### src/rtl/hazard_ctrl.sv
// hazard_ctrl: forwarding-source selection, load-use bubbles, memory-wait
// stalls and multi-cycle branch flush for the LC-3b pipeline, with a
// memory-wait watchdog and saturating stall/bubble performance counters.
module hazard_ctrl #(
  parameter int REG_W       = 3,
  parameter int NUM_SRC     = 2,
  parameter int NUM_FWD     = 2,
  parameter int FLUSH_LEN   = 2,
  parameter int TIMEOUT     = 256,
  parameter int CNT_W       = 16,
  parameter int ZERO_REG_HW = 0,
  localparam int SEL_W      = $clog2(NUM_FWD + 1)
) (
  input  logic                       clk,
  input  logic                       reset,
  input  logic [NUM_SRC*REG_W-1:0]   src_addr,
  input  logic [NUM_SRC-1:0]         src_valid,
  input  logic [NUM_FWD*REG_W-1:0]   dest_addr,
  input  logic [NUM_FWD-1:0]         dest_we,
  input  logic                       mem_read0,
  input  logic                       mem_access0,
  input  logic                       dmem_resp,
  input  logic                       branch_taken,
  output logic [NUM_SRC*SEL_W-1:0]   fwd_sel,
  output logic                       stall_front,
  output logic                       stall_mem,
  output logic                       bubble,
  output logic                       flush,
  output logic                       timeout_err,
  output logic [CNT_W-1:0]           stall_cycles,
  output logic [CNT_W-1:0]           bubble_cnt
);

  localparam int FCNT_W = (FLUSH_LEN > 1) ? $clog2(FLUSH_LEN) : 1;
  localparam int WAIT_W = (TIMEOUT > 1) ? $clog2(TIMEOUT) : 1;

  typedef enum logic {RUN, MEM_WAIT} state_t;

  state_t                         state, state_next;
  logic [FCNT_W-1:0]              flush_cnt;
  logic [WAIT_W-1:0]              wait_cnt;
  logic [NUM_SRC-1:0][NUM_FWD-1:0] match;
  logic [NUM_SRC*SEL_W-1:0]       sel_raw;
  logic                           load_use;
  logic                           stall_mem_raw;
  logic                           flush_raw;

  // Source/stage comparator matrix, with optional hardwired-zero masking.
  always_comb begin
    // NOTE: every combinational output gets a default first so no path leaves
    // it unassigned, which would otherwise infer a latch.
    match = '0;
    for (int i = 0; i < NUM_SRC; i++) begin
      for (int k = 0; k < NUM_FWD; k++) begin
        match[i][k] = src_valid[i] & dest_we[k]
                    & (src_addr[i*REG_W +: REG_W] == dest_addr[k*REG_W +: REG_W])
                    & ((ZERO_REG_HW == 0) || (src_addr[i*REG_W +: REG_W] != '0));
      end
    end
  end

  // Youngest matching stage wins: scan oldest to youngest, last hit sticks.
  always_comb begin
    sel_raw  = '0;
    load_use = 1'b0;
    for (int i = 0; i < NUM_SRC; i++) begin
      for (int k = NUM_FWD - 1; k >= 0; k--) begin
        if (match[i][k]) sel_raw[i*SEL_W +: SEL_W] = SEL_W'(k + 1);
      end
      load_use = load_use | match[i][0];
    end
    load_use = load_use & mem_read0;
  end

  assign stall_mem_raw = mem_access0 & ~dmem_resp;
  assign flush_raw     = branch_taken | (flush_cnt != '0);

  // Zero-latency control outputs, all forced low while reset is held.
  always_comb begin
    fwd_sel     = '0;
    stall_mem   = 1'b0;
    flush       = 1'b0;
    stall_front = 1'b0;
    bubble      = 1'b0;
    if (!reset) begin
      fwd_sel     = sel_raw;
      stall_mem   = stall_mem_raw;
      flush       = flush_raw;
      stall_front = stall_mem_raw | (load_use & ~flush_raw);
      bubble      = load_use & ~stall_mem_raw & ~flush_raw;
    end
  end

  // Memory-wait FSM next state; it only feeds the watchdog.
  always_comb begin
    state_next = state;
    case (state)
      RUN:      if (stall_mem_raw) state_next = MEM_WAIT;
      MEM_WAIT: if (dmem_resp)     state_next = RUN;
      default:                     state_next = RUN;
    endcase
  end

  // FSM state register.
  always_ff @(posedge clk) begin
    // NOTE: sequential state uses non-blocking assignments so every register
    // samples pre-edge values regardless of block ordering.
    if (reset) state <= RUN;
    else       state <= state_next;
  end

  // Branch flush length counter; frozen while memory stalls the back end.
  always_ff @(posedge clk) begin
    if (reset)                                flush_cnt <= '0;
    else if (branch_taken)                    flush_cnt <= FCNT_W'(FLUSH_LEN - 1);
    else if (flush_cnt != '0 && !stall_mem_raw) flush_cnt <= flush_cnt - FCNT_W'(1);
  end

  // Watchdog: counts consecutive unanswered wait cycles, sticky error.
  always_ff @(posedge clk) begin
    if (reset) begin
      wait_cnt    <= '0;
      timeout_err <= 1'b0;
    end else if (state == MEM_WAIT && !dmem_resp) begin
      if (wait_cnt == WAIT_W'(TIMEOUT - 1)) timeout_err <= 1'b1;
      else                                  wait_cnt    <= wait_cnt + WAIT_W'(1);
    end else begin
      wait_cnt <= '0;
    end
  end

  // Saturating performance counters.
  always_ff @(posedge clk) begin
    if (reset) begin
      stall_cycles <= '0;
      bubble_cnt   <= '0;
    end else begin
      if (stall_front && stall_cycles != '1) stall_cycles <= stall_cycles + CNT_W'(1);
      if (bubble && bubble_cnt != '1)        bubble_cnt   <= bubble_cnt + CNT_W'(1);
    end
  end

endmodule

### config.mk
export PLATFORM = sky130hd
export DESIGN_NAME = hazard_ctrl
export DESIGN_NICKNAME = d
export VERILOG_FILES = /design/src/rtl/hazard_ctrl.sv
export SDC_FILE = /design/constraint.sdc
export NUM_CORES = 1
export LEC_CHECK = 0
export CAP_MARGIN = 20
export CORE_MARGIN = 2
export CORE_UTILIZATION = 43
export CTS_BUF_LIST = sky130_fd_sc_hd__clkbuf_16
export DETAILED_ROUTE_END_ITERATION = 8
export GPL_TIMING_DRIVEN = 1
export PLACE_DENSITY = 0.73
export SYNTH_ARGS = -nofsm -noshare
export SYNTH_HDL_FRONTEND = slang
export SYNTH_SLANG_ARGS = --single-unit
### constraint.sdc
create_clock -name clk -period 1.7 [get_ports clk]
set_input_delay 0.255 -clock clk [delete_from_list [all_inputs] [get_ports clk]]
set_output_delay 0.255 -clock clk [all_outputs]
set_load 0.1 [all_outputs]
* Word level (Yosys, flattened, before mapping)
Cells that the tools add are included.
** Storage, ports and cells
- Flip-flop bits (word level) :: 43
- Bits in latches :: 0
- RAM bits :: 0
- Memory bits (read-only) :: 0
- Output and inout bits :: 41
- Logic and storage cells :: 61
- Memories :: 0
** Operators by class
- Add/subtract/negate cells :: 4
- Multiply operators :: 0
- Divide/modulo/power cells :: 0
- $lt $le $gt $ge :: 0
- Equal/unequal tests :: 7
- Shift-type cells :: 0
- Mux-type cells :: 14
- Bitwise logic cells :: 21
- Reduce and logical (&&, ||, !) cells :: 9
** Operators with widths (count)
- $add A16 B1 Y16 const B :: 2
- $ne A16 B16 Y1 const B :: 2
- $and A1 B1 Y1 :: 13
- $eq A3 B3 Y1 :: 4
- $add A8 B1 Y8 const B :: 1
- $eq A8 B8 Y1 const B :: 1
- $mux W1 :: 8
- $mux W2 :: 4
- $not A1 Y1 :: 5
- $logic_and A1 B1 Y1 :: 4
- $mux W4 :: 1
- $or A1 B1 Y1 :: 3
- $logic_not A1 Y1 :: 2
- $pmux W1 S2 :: 1
- $reduce_and A2 Y1 :: 1
- $reduce_bool A2 Y1 :: 1
- $reduce_or A2 Y1 :: 1
- $sub A1 B1 Y1 const B :: 1

* Logic depth before layout (Yosys ltp)
Gate-level depths: netlist of the first run.
- Word-level depth :: 8
- Gate-level depth with buffers :: 9
- Mapped depth without buffers :: 7

* Least setup slack after synthesis of the first run
No wires, ideal clock.
- Path type :: input to output
- Start point :: input dest_addr[0]
- End point :: output fwd_sel[3]
- Arrival :: 3.522 ns
- Required time :: 1.445 ns
- Path slack :: -2.077 ns
- Stages on the path :: 3
- Buffers on the path :: 0
- Path through :: xor2_1 -> nor4_4 -> nor4_1
** Between the ends
- Longest elaborated chain between the ends :: 4
** Ends and longest elaborated chain
- start, declared :: RTL line 18 : input logic [NUM_FWD*REG_W-1:0] dest_addr,
- $eq A3 B3 Y1 :: RTL line 56 : & (src_addr[i*REG_W +: REG_W] == dest_addr[k*REG_W +: REG_W])
- $and A1 B1 Y1 :: RTL line 56
- $mux W2 :: RTL line 68 : if (match[i][k]) sel_raw[i*SEL_W +: SEL_W] = SEL_W'(k + 1);
- $mux W4 :: RTL line 85 : if (!reset) begin
- end, declared :: RTL line 24 : output logic [NUM_SRC*SEL_W-1:0] fwd_sel,
Every way passes these cells.

* Worst setup path after layout of the first run
- Start point :: input mem_read0
- End point :: register bubble_cnt[14]
** Between the ends
- Longest elaborated chain between the ends :: 5
** Ends and longest elaborated chain
- start, declared :: RTL line 20 : input logic mem_read0,
- $and A1 B1 Y1 :: RTL line 72 : load_use = load_use & mem_read0;
- $and A1 B1 Y1 (2 in a row) :: RTL line 90 : bubble = load_use & ~stall_mem_raw & ~flush_raw;
- $mux W1 :: RTL line 85
- $logic_and A1 B1 Y1 :: RTL line 139 : if (bubble && bubble_cnt != '1) bubble_cnt <= bubble_cnt + CNT_W'(1);
- end signal, assigned :: RTL line 139
- end, declared :: RTL line 31 : output logic [CNT_W-1:0] bubble_cnt
Every way passes these cells.
A chain may end at the register's enable or synchronous reset.

==> results.yml, run 1 <==
final_layout:
  ff_latch_area_um2: 956
  antenna_cells: 0
  nets: 408
  final_cell_mix: "52 x buf_4, 43 x buf_12, 26 x nor2_1"
  drive_gt1_share_pct: 59.1
  multiInputGateArea_mm2: 0.00176
  nFillCells: 141
  final_area_mm2: 0.00455
  syn2layout_area_growth_pct: 108
  final_common_cell: "buf_4"
worst_setup_path:
  crit_chain: "clkdlybuf4s50_1 > and3_4 > buf_4 > o221ai_4 > buf_12 > nor4_1 > xnor2_1 > nor2_1"
  cpPeakStageDelay_ns: 0.50
  cp-start-kind: "primary input"
  critPathSlowestCell: "nor4_1"
  cp.buffers_inverters: 3
  required_ns: 1.85
  crit_family: "simple AND/OR/NAND/NOR gates"
  r2r_setup_slack_ns: -0.25
  arrival_ns: 2.10
  critPathMaxFanout: 6
  criticalPathCategory: "primary input to flip-flop"
  end_kind: "flip-flop"
placed_design:
  dp_hpwl_um: 4700
  post-place-ws_ns: -0.929
  gp_congestion: 0.806
  place.port_buffers: 62
  dpl_cell_area_mm2: 0.00381
timing:
  period_share_pct: 114
  finalHoldViolations: 0
  finalSetupViolations: 34
  worstMarginPinSlew_ns: 0.531
  period_needed_ns: 1.95
  skew_ns: 0.00843
  timing.slew.headroom_pct: 64.3
  finalSetupTns_ns: -2.67
  slew_viol_final: 0
  timing.final.ws_setup_ns: -0.246
  rsz0062_at_grt: "true"
  fmax_mhz: 514
  worst_hold_slack_ns: 0.396
grt:
  antenna_found_initial: 0
  grt_max_degree: 18
  grt_pass1_wl_um: 13000
  grt_pass1_vias: 2620
  grt_use_total_pct: 30.4
  gr-total-overflow: 0
synthesis:
  synth_nets: 283
  avgSynthCellArea_um2: 8.45
  synth_seq_cells: 43
  syn_area_mm2: 0.00218
  yosysSeqAreaShare_pct: 39.5
  synthDistinctLibCells: 40
  yosys_warnings: 0
  netlist_instances: 258
routing:
  dr.pass1.iters: 4
  viasPerCell: 6.24
  postRouteWirelength_um: 11000
  ant_nets: 0
  route.detailed.wl_per_inst_um: 24.3
  drtIter0Drc: 271
  post-route-drc-count: 0
  vias: 2814
floorplanning:
  dieArea_mm2: 0.00566
  coreArea_mm2: 0.00482
  die_w_um: 75.2
  rows: 25
  die_height_um: 75.2
  io_pins: 63
  initial_core_util_pct: 45.3
status:
  status: "finished with violations"
  violations: "setup timing"
clock_network:
  clkLatencyLatePin_ns: 0.28
  cts_buffers: 5
  cts_sinks: 43
  cts.clk_slew.worst_paths_ns: 0.06
  htree_levels: 2
  holdBufCountCts: 0
  cts_buffer_depth: 2
  cts-root-buf: "clkbuf_16"
  tritoncts: "yes"
power_and_ir_drop:
  sw_frac_of_total_pct: 27.1
  power_frac_comb_pct: 15.4
  p_per_area_mw_per_mm2: 506
  p_switching_mw: 0.623
  internal_power_mw: 1.68
  pwr-share-seq_pct: 42.8
  clockPowerShare_pct: 41.8
  p_leak_nw: 1.70
  power_mw: 2.30
  ir_drop_mv: 0.551
flow_run:
  drv_cap: 0
worst_hold_path:
  hp-class: "primary input to flip-flop"
synthesized netlist by cell type:
cell       count  area, µm²
mux2i_1        2       20.0
or4_1          2       15.0
xor2_1        14        123
buf_2          3       15.0
o221ai_2       1       15.0
nor3_1         9       45.0
nor2b_1        1       6.26
o41ai_1        1       8.76
o311ai_0       1       8.76
nand3_1       18       90.1
nor3b_1        4       30.0
nor4_1         6       37.5
ha_1           3       37.5
inv_1          6       22.5
nand2b_1       1       6.26
o21ai_0       11       55.1
nand4_1        4       25.0
o21ai_2        1       8.76
dfxtp_1       43        861
buf_6          1       11.3
o211ai_1       1       7.51
xnor2_1       19        166
clkbuf_1       4       15.0
o21a_1         1       7.51
o2bb2ai_1      1       8.76
a211o_2        1       10.0
a21oi_1       15       75.1
nor2_1        30        113
or3_1          6       37.5
nor4_4         2       42.5
and2_2         1       7.51
and4_1         3       26.3
o31ai_1        2       15.0
or3_2          3       22.5
and3_1        12       75.1
and2_1         1       6.26
a21o_1         1       7.51
nor4b_1        1       8.76
a31oi_1        2       12.5
nand2_1       20       75.1
per-stage QoR:
stage,util (%),instances
after global placement,79.1,425
after floorplan,-,258
after detailed placement,79.1,425
after CTS,87.3,443
final,94.4,451
after global routing,94.4,451
metal layers:
metal | track usage (%) | wire [µm] | vias to the layer above
met2 | 52.0 | 5540 | 215
met3 | 6.02 | 811 | 66
met1 | 37.6 | 3950 | 1364
li1 | - | - | 1169
met4 | 11.9 | 653 | 0
met5 | 0 | 0 | -
layout make-up:
cell class / count / share of cell area [%]
inverters: 6 / 0.578
flip-flops and latches: 43 / 21.0
clock inverters: 3 / 0.385
multi-input cells: 202 / 38.7
well taps: 67 / 1.84
clock buffers: 5 / 2.75
repair buffers: 125 / 34.7
flip-flops by register name, summed over array words and instances, names as in the netlist:
name,count
wait_cnt,8
stall_cycles,16
timeout_err,1
bubble_cnt,16
state,1
flush_cnt,1
repair_timing:
item	in CTS	in global routing
buffers inserted	8	8
cloned	2	1
setup endpoints to repair	39	39
gates resized for setup	91	66
pin swaps	19	36
final timing paths:
check               startpoint              to  cells after the start
setup / recovery     mem_read0  bubble_cnt[14]                      8
hold / removal    branch_taken       flush_cnt                      2
setup reg to reg     flush_cnt  bubble_cnt[14]                      8
hold reg to reg    timeout_err     timeout_err                      1
power groups by stage:
stage	logic, mW	clock network (mW)	registers [mW]
floorplan	0.125	0	1.02
global placement	0.275	0	1.01
detailed placement	0.280	0	1.00
CTS	0.311	0.943	0.983
global route	0.366	1.01	0.985
finish	0.354	0.962	0.985
cells by family (layout without fill, tap and decap cells):
logic type      after synthesis  count (layout)  synth area share, %
mux                           2               2                0.918
xor+xnor                     33              33                 13.3
compound gates               39              40                 11.0
buf+inv                      14             139                 2.93
flops                        43              43                 39.5
fa+ha+maj                     3               3                 1.72
simple gates                124             124                 30.7
(Power assumes the default switching activity.)
==> inputs of run 2 (changes only) <==
- CELL_PAD_IN_SITES_DETAIL_PLACEMENT: default -> 1
- CELL_PAD_IN_SITES_GLOBAL_PLACEMENT: default -> 2
- CORE_UTILIZATION: 43 -> 24
- CTS_CLUSTER_DIAMETER: default -> 60
- PLACE_DENSITY: 0.73 -> 0.71
==> run 2 against run 1 <==
Compared with the run above: first-iteration DRC count down 83%; non-clock buffer count rose by 6; via count shrank 14%; utilization decreased by 42 points; die area rose by 74%; clock power decreased by 1%; sequential share of layout area is 0.14 points lower; the run still ends with setup timing left; critical path depth down 1; setup slack better by 0.14 ns; largest power group unchanged; cell area is 0.80% higher; clock skew down 0.0033 ns.
==> results.yml, run 2 (same netlist as run 1, synthesis figures left out) <==
worst_setup_path:
  r2r_setup_slack_ns: -0.11
  rr_worst_depth: 7
  startpoint: "stall_cycles[6]"
  criticalPathCategory: "flip-flop to flip-flop"
  rr_endpoint: "stall_cycles[13]"
  end_kind: "flip-flop"
  critPathCapture: "stall_cycles[13]"
  arrival_ns: 2.02
  required_ns: 1.91
  cp-start-kind: "flip-flop"
  critPathMaxFanout: 7
  r2r_start: "stall_cycles[6]"
placed_design:
  dp_cells: 470
  dpl_cell_area_mm2: 0.00391
  place.port_buffers: 62
  post-place-ws_ns: -0.890
  dp_hpwl_um: 5340
  gp_congestion: 0.769
routing:
  ant_nets: 0
  route.detailed.wl_per_inst_um: 16.0
  viasPerCell: 4.83
  vias: 2411
  post-route-drc-count: 0
  drtIter0Drc: 47
  dr.pass1.iters: 4
  postRouteWirelength_um: 7970
power_and_ir_drop:
  power_mw: 2.28
  p_leak_nw: 1.71
  ir_drop_mv: 0.346
  p_per_area_mw_per_mm2: 499
final_layout:
  top_regs: "bubble_cnt x16, stall_cycles x16, wait_cnt x8"
  syn2layout_area_growth_pct: 110
  final_cell_mix: "58 x buf_4, 45 x buf_12, 26 x nor2_1"
  final_common_cell: "buf_4"
  final_area_mm2: 0.00458
  layout.cells.non_filler: 499
  utilization_pct: 52.3
  nets: 414
  drive_gt1_share_pct: 60.5
status:
  status: "finished with violations"
  violations: "setup timing"
grt:
  met2_usage_pct: 28.6
  met3_usage_pct: 2.39
  grt_max_degree: 18
  antenna_found_initial: 1
  grt_pass1_vias: 2579
  gr-total-overflow: 0
  grt_pass1_wl_um: 12900
  use_met1_pct: 20.5
  grt.busiest_layer: "met2"
  grt_use_total_pct: 16.2
clock_network:
  cts.clk_slew.worst_paths_ns: 0.06
  htree_levels: 2
  holdBufCountCts: 0
  cts_sinks: 43
  cts-root-buf: "clkbuf_16"
  clkLatencyLatePin_ns: 0.29
  tritoncts: "yes"
  cts_buffers: 5
  cts_buffer_depth: 2
timing:
  period_share_pct: 106
  fmax_mhz: 553
  slew_viol_final: 0
  finalHoldViolations: 0
  worstMarginPinSlew_ns: 0.323
  rsz0062_at_grt: "true"
  skew_ns: 0.00518
  worst_hold_slack_ns: 0.401
  timing.slew.headroom_pct: 78.4
  timing.final.ws_setup_ns: -0.107
  finalSetupViolations: 18
  finalSetupTns_ns: -0.928
  period_needed_ns: 1.81
floorplanning:
  rows: 34
  die_w_um: 99.3
  die_height_um: 99.3
  io_pins: 63
  coreArea_mm2: 0.00876
  initial_core_util_pct: 24.9
  dieArea_mm2: 0.00987
worst_hold_path:
  worstHoldStart: "branch_taken"
  hp-class: "primary input to flip-flop"
flow_run:
  drv_cap: 0
==> run 2: how the worst min path moves through the flow <==
| stage | to | cells past startpoint |
|---|---|---|
| after floorplan | flush_cnt | 1 |
| after global placement | wait_cnt[2] | 2 |
| after detailed placement | wait_cnt[2] | 2 |
| after CTS | flush_cnt | 2 |
| after global routing | flush_cnt | 2 |
| final | flush_cnt | 2 |
==> run 2: cell type report <==
| cell class | count | area (µm²) |
|---|---|---|
| antenna | 1 | 2.50 |
| clock buffer | 5 | 125 |
| clock inverter | 3 | 16.3 |
| fill | 944 | 4180 |
| inverter | 6 | 26.3 |
| multi-input combinational | 202 | 1730 |
| sequential | 43 | 957 |
| tap | 108 | 135 |
| timing repair buffer | 131 | 1590 |
==> run 2: critical path, stage by stage (launching register included) <==
cell and delay (ns):
dfxtp_4 0.34, and4_1 0.21, and3_4 0.17, and4_4 0.17, a21o_4 0.22, buf_12 0.14
or3_1 0.34, a21oi_1 0.13
==> run 2: layer usage <==
| layer | vias up | wire length [µm] |
|---|---|---|
| met4 | 0 | 112 |
| li1 | 1181 | - |
| met1 | 1185 | 3470 |
| met3 | 6 | 203 |
| met5 | - | 0 |
| met2 | 39 | 4190 |
==> run 2: timing repair <==
action	4_1_cts	5_1_grt
setup endpoints to repair	39	37
setup buffers	12	11
pin swaps	24	24
cloned	2	1
resized for setup	118	36
==> run 2: power by group <==
| group | internal (mW) | switching, mW | total (mW) |
|---|---|---|---|
| Sequential | 0.979 | 0.00365 | 0.983 |
| Clock | 0.537 | 0.415 | 0.952 |
| Combinational | 0.157 | 0.192 | 0.349 |
==> inputs of run 3 (changes only) <==
- ABC_AREA: default -> 1
- CAP_MARGIN: 20 -> 30
- PLACE_DENSITY: 0.71 -> 0.74
==> run 3 against run 2 <==
Compared with the run above: the run still ends with setup timing left; fmax grew 5.0%; sequential power increased by 2%; utilization fell by 6.6 points; register-to-register slack better by 0.18 ns; global-route usage is 1.7 points lower; largest cell class unchanged; highest routed layer unchanged.
==> results.yml, run 3 <==
status:
  status: "finished with violations"
  violations: "setup timing"
power_and_ir_drop:
  p_switching_mw: 0.593
  power_frac_comb_pct: 15.9
  power_mw: 2.28
  pwr-share-seq_pct: 43.9
  sw_frac_of_total_pct: 26.1
  p_leak_nw: 1.95
  ir_drop_mv: 0.382
  internal_power_mw: 1.68
  p_per_area_mw_per_mm2: 485
  clockPowerShare_pct: 40.2
final_layout:
  syn2layout_area_growth_pct: 85.1
  final_common_cell: "nand2_1"
  drive_gt1_share_pct: 44.5
  utilization_pct: 45.7
  nets: 525
  ff_latch_area_um2: 937
  multiInputGateArea_mm2: 0.00174
  top_regs: "bubble_cnt x16, stall_cycles x16, wait_cnt x8"
  antenna_cells: 0
  final_area_mm2: 0.00470
  final_cell_mix: "72 x nand2_1, 53 x nor2_1, 50 x buf_4"
  nFillCells: 1288
worst_setup_path:
  critPathSlowestCell: "dfxtp_1"
  arrival_ns: 1.47
  crit_chain: "or2_4 > nor3_4 > nand2_2 > nand2_4 > buf_12 > buf_12"
  cp-start-kind: "flip-flop"
  end_kind: "primary output"
  crit_family: "simple AND/OR/NAND/NOR gates"
  cp.buffers_inverters: 2
  crit_top_cell: "buf_12"
  required_ns: 1.44
  criticalPathCategory: "flip-flop to primary output"
  critPathMaxFanout: 3
  cpPeakStageDelay_ns: 0.30
flow_run:
  drv_cap: 0
routing:
  postRouteWirelength_um: 8340
  post-route-drc-count: 0
  drtIter0Drc: 67
  route.detailed.wl_per_inst_um: 13.1
  vias: 2884
  dr.pass1.iters: 4
  ant_nets: 0
  viasPerCell: 4.53
clock_network:
  cts_buffer_depth: 2
  clkLatencyLatePin_ns: 0.28
  cts_sinks: 43
  cts.clk_slew.worst_paths_ns: 0.06
  cts_buffers: 5
  tritoncts: "yes"
  holdBufCountCts: 0
  htree_levels: 2
  cts-root-buf: "clkbuf_16"
grt:
  grt_use_total_pct: 14.5
  grt_pass1_vias: 2958
  grt_max_degree: 23
  grt_pass1_wl_um: 13600
  antenna_found_initial: 0
  gr-total-overflow: 0
floorplanning:
  rows: 37
  dieArea_mm2: 0.0114
  initial_core_util_pct: 24.7
  die_w_um: 107
  coreArea_mm2: 0.0103
  io_pins: 63
  die_height_um: 107
placed_design:
  dpl_cell_area_mm2: 0.00426
  dp_hpwl_um: 6270
  place.port_buffers: 62
  gp_congestion: 0.821
synthesis:
  yosys_warnings: 0
  syn_area_mm2: 0.00254
  synth_area_leaders: "dfxtp_1 34%, nand2_1 12%, nor2_1 11%"
  netlist_instances: 379
  synth_seq_cells: 43
  yosys.cell_count.top_type: "nand2_1"
  synth_top_area_cell: "dfxtp_1"
  yosysTopAreaCellShare_pct: 33.9
  synthTopCellsByCount: "80 x nand2_1, 73 x nor2_1, 43 x dfxtp_1"
  avgSynthCellArea_um2: 6.70
  synth_nets: 404
  synthDistinctLibCells: 37
  synth_edf_count: 0
  async_flop_share_pct: 0
  yosysSeqAreaShare_pct: 33.9
  synth_ff_type: "dfxtp_1"
timing:
  slew_viol_final: 0
  worst_hold_slack_ns: 0.416
  timing.slew.headroom_pct: 78.3
  period_share_pct: 101
  fmax_mhz: 581
  period_needed_ns: 1.72
  timing.final.ws_setup_ns: -0.0217
  skew_ns: 0.00504
  rsz0062_at_grt: "true"
  finalSetupTns_ns: -0.0217
  worstMarginPinSlew_ns: 0.322
  finalHoldViolations: 0
  finalSetupViolations: 1
worst_hold_path:
  hp-class: "primary input to flip-flop"
-- run 3: cell types whose count changed in the layout (fill, tap and decap cells not counted), sizes merged, moves of 9 or more --
cell | previous run | this run
inv | 6 | 41
and3 | 12 | 0
a21oi | 15 | 25
nand4 | 4 | 13
xnor2 | 19 | 3
nand3 | 18 | 29
or3 | 9 | 0
nor2 | 30 | 80
buf | 119 | 99
nand2 | 20 | 87
-- run 3: cell type report --
class	count	area share, %
inverters	42	3.81
flip-flops and latches	43	19.9
clock buffers	5	2.66
clock inverters	3	0.266
repair buffers	121	32.7
multi-input cells	287	37.0
well taps	136	3.62
-- run 3: layer usage --
layer	part of all wire (%)	GRT usage [%]	routed length [µm]
met5	0	0	0
met1	44	17.3	3670
met2	50	26.1	4190
met3	4.7	3.65	394
met4	0.94	3.34	78
-- run 3: metrics by stage --
stage	instances	worst slack [ns]
2_1_floorplan	379	-0.248
3_3_place_gp	614	-0.303
3_5_place_dp	614	-0.357
4_1_cts	625	-0.117
5_1_grt	637	-0.106
6_report	637	-0.0217
-- run 3: power by group through the flow --
stage	Combinational, mW	Sequential, mW	Clock (mW)
final	0.363	0.999	0.915
after global routing	0.391	1.00	0.984
after CTS	0.350	0.999	0.953
after detailed placement	0.347	1.02	0
after global placement	0.341	1.02	0
after floorplan	0.161	1.04	0
-- run 3: kinds of logic after synthesis --
group / Yosys count / synth area share, %
fa+ha+maj: 3 / 1.48
buf+inv: 50 / 8.62
flops: 43 / 33.9
simple gates: 225 / 41.4
xor+xnor: 12 / 4.14
compound gates: 46 / 10.4
-- run 3: worst paths after layout --
| kind | slack, ns | from | cells past startpoint | to |
|---|---|---|---|---|
| max | -0.02 | flush_cnt | 6 | stall_front |
| max reg2reg | 0.07 | bubble_cnt[0] | 11 | bubble_cnt[4] |
| min | 0.42 | branch_taken | 3 | flush_cnt |
| min reg2reg | 0.51 | wait_cnt[3] | 2 | wait_cnt[3] |
-- run 3: tightest hold or removal path: cells and delay by family --
kind                   cells  cell delay [ns]
and+or+nand+nor            1             0.13
AOI/OAI and AO/OA          1             0.04
buffers and inverters      1             0.22
-- run 3: timing repair --
action,4_1_cts,5_1_grt
pin swaps,18,30
buffers inserted,3,10
cloned,0,2
gates resized for setup,33,57
setup endpoints to repair,15,41
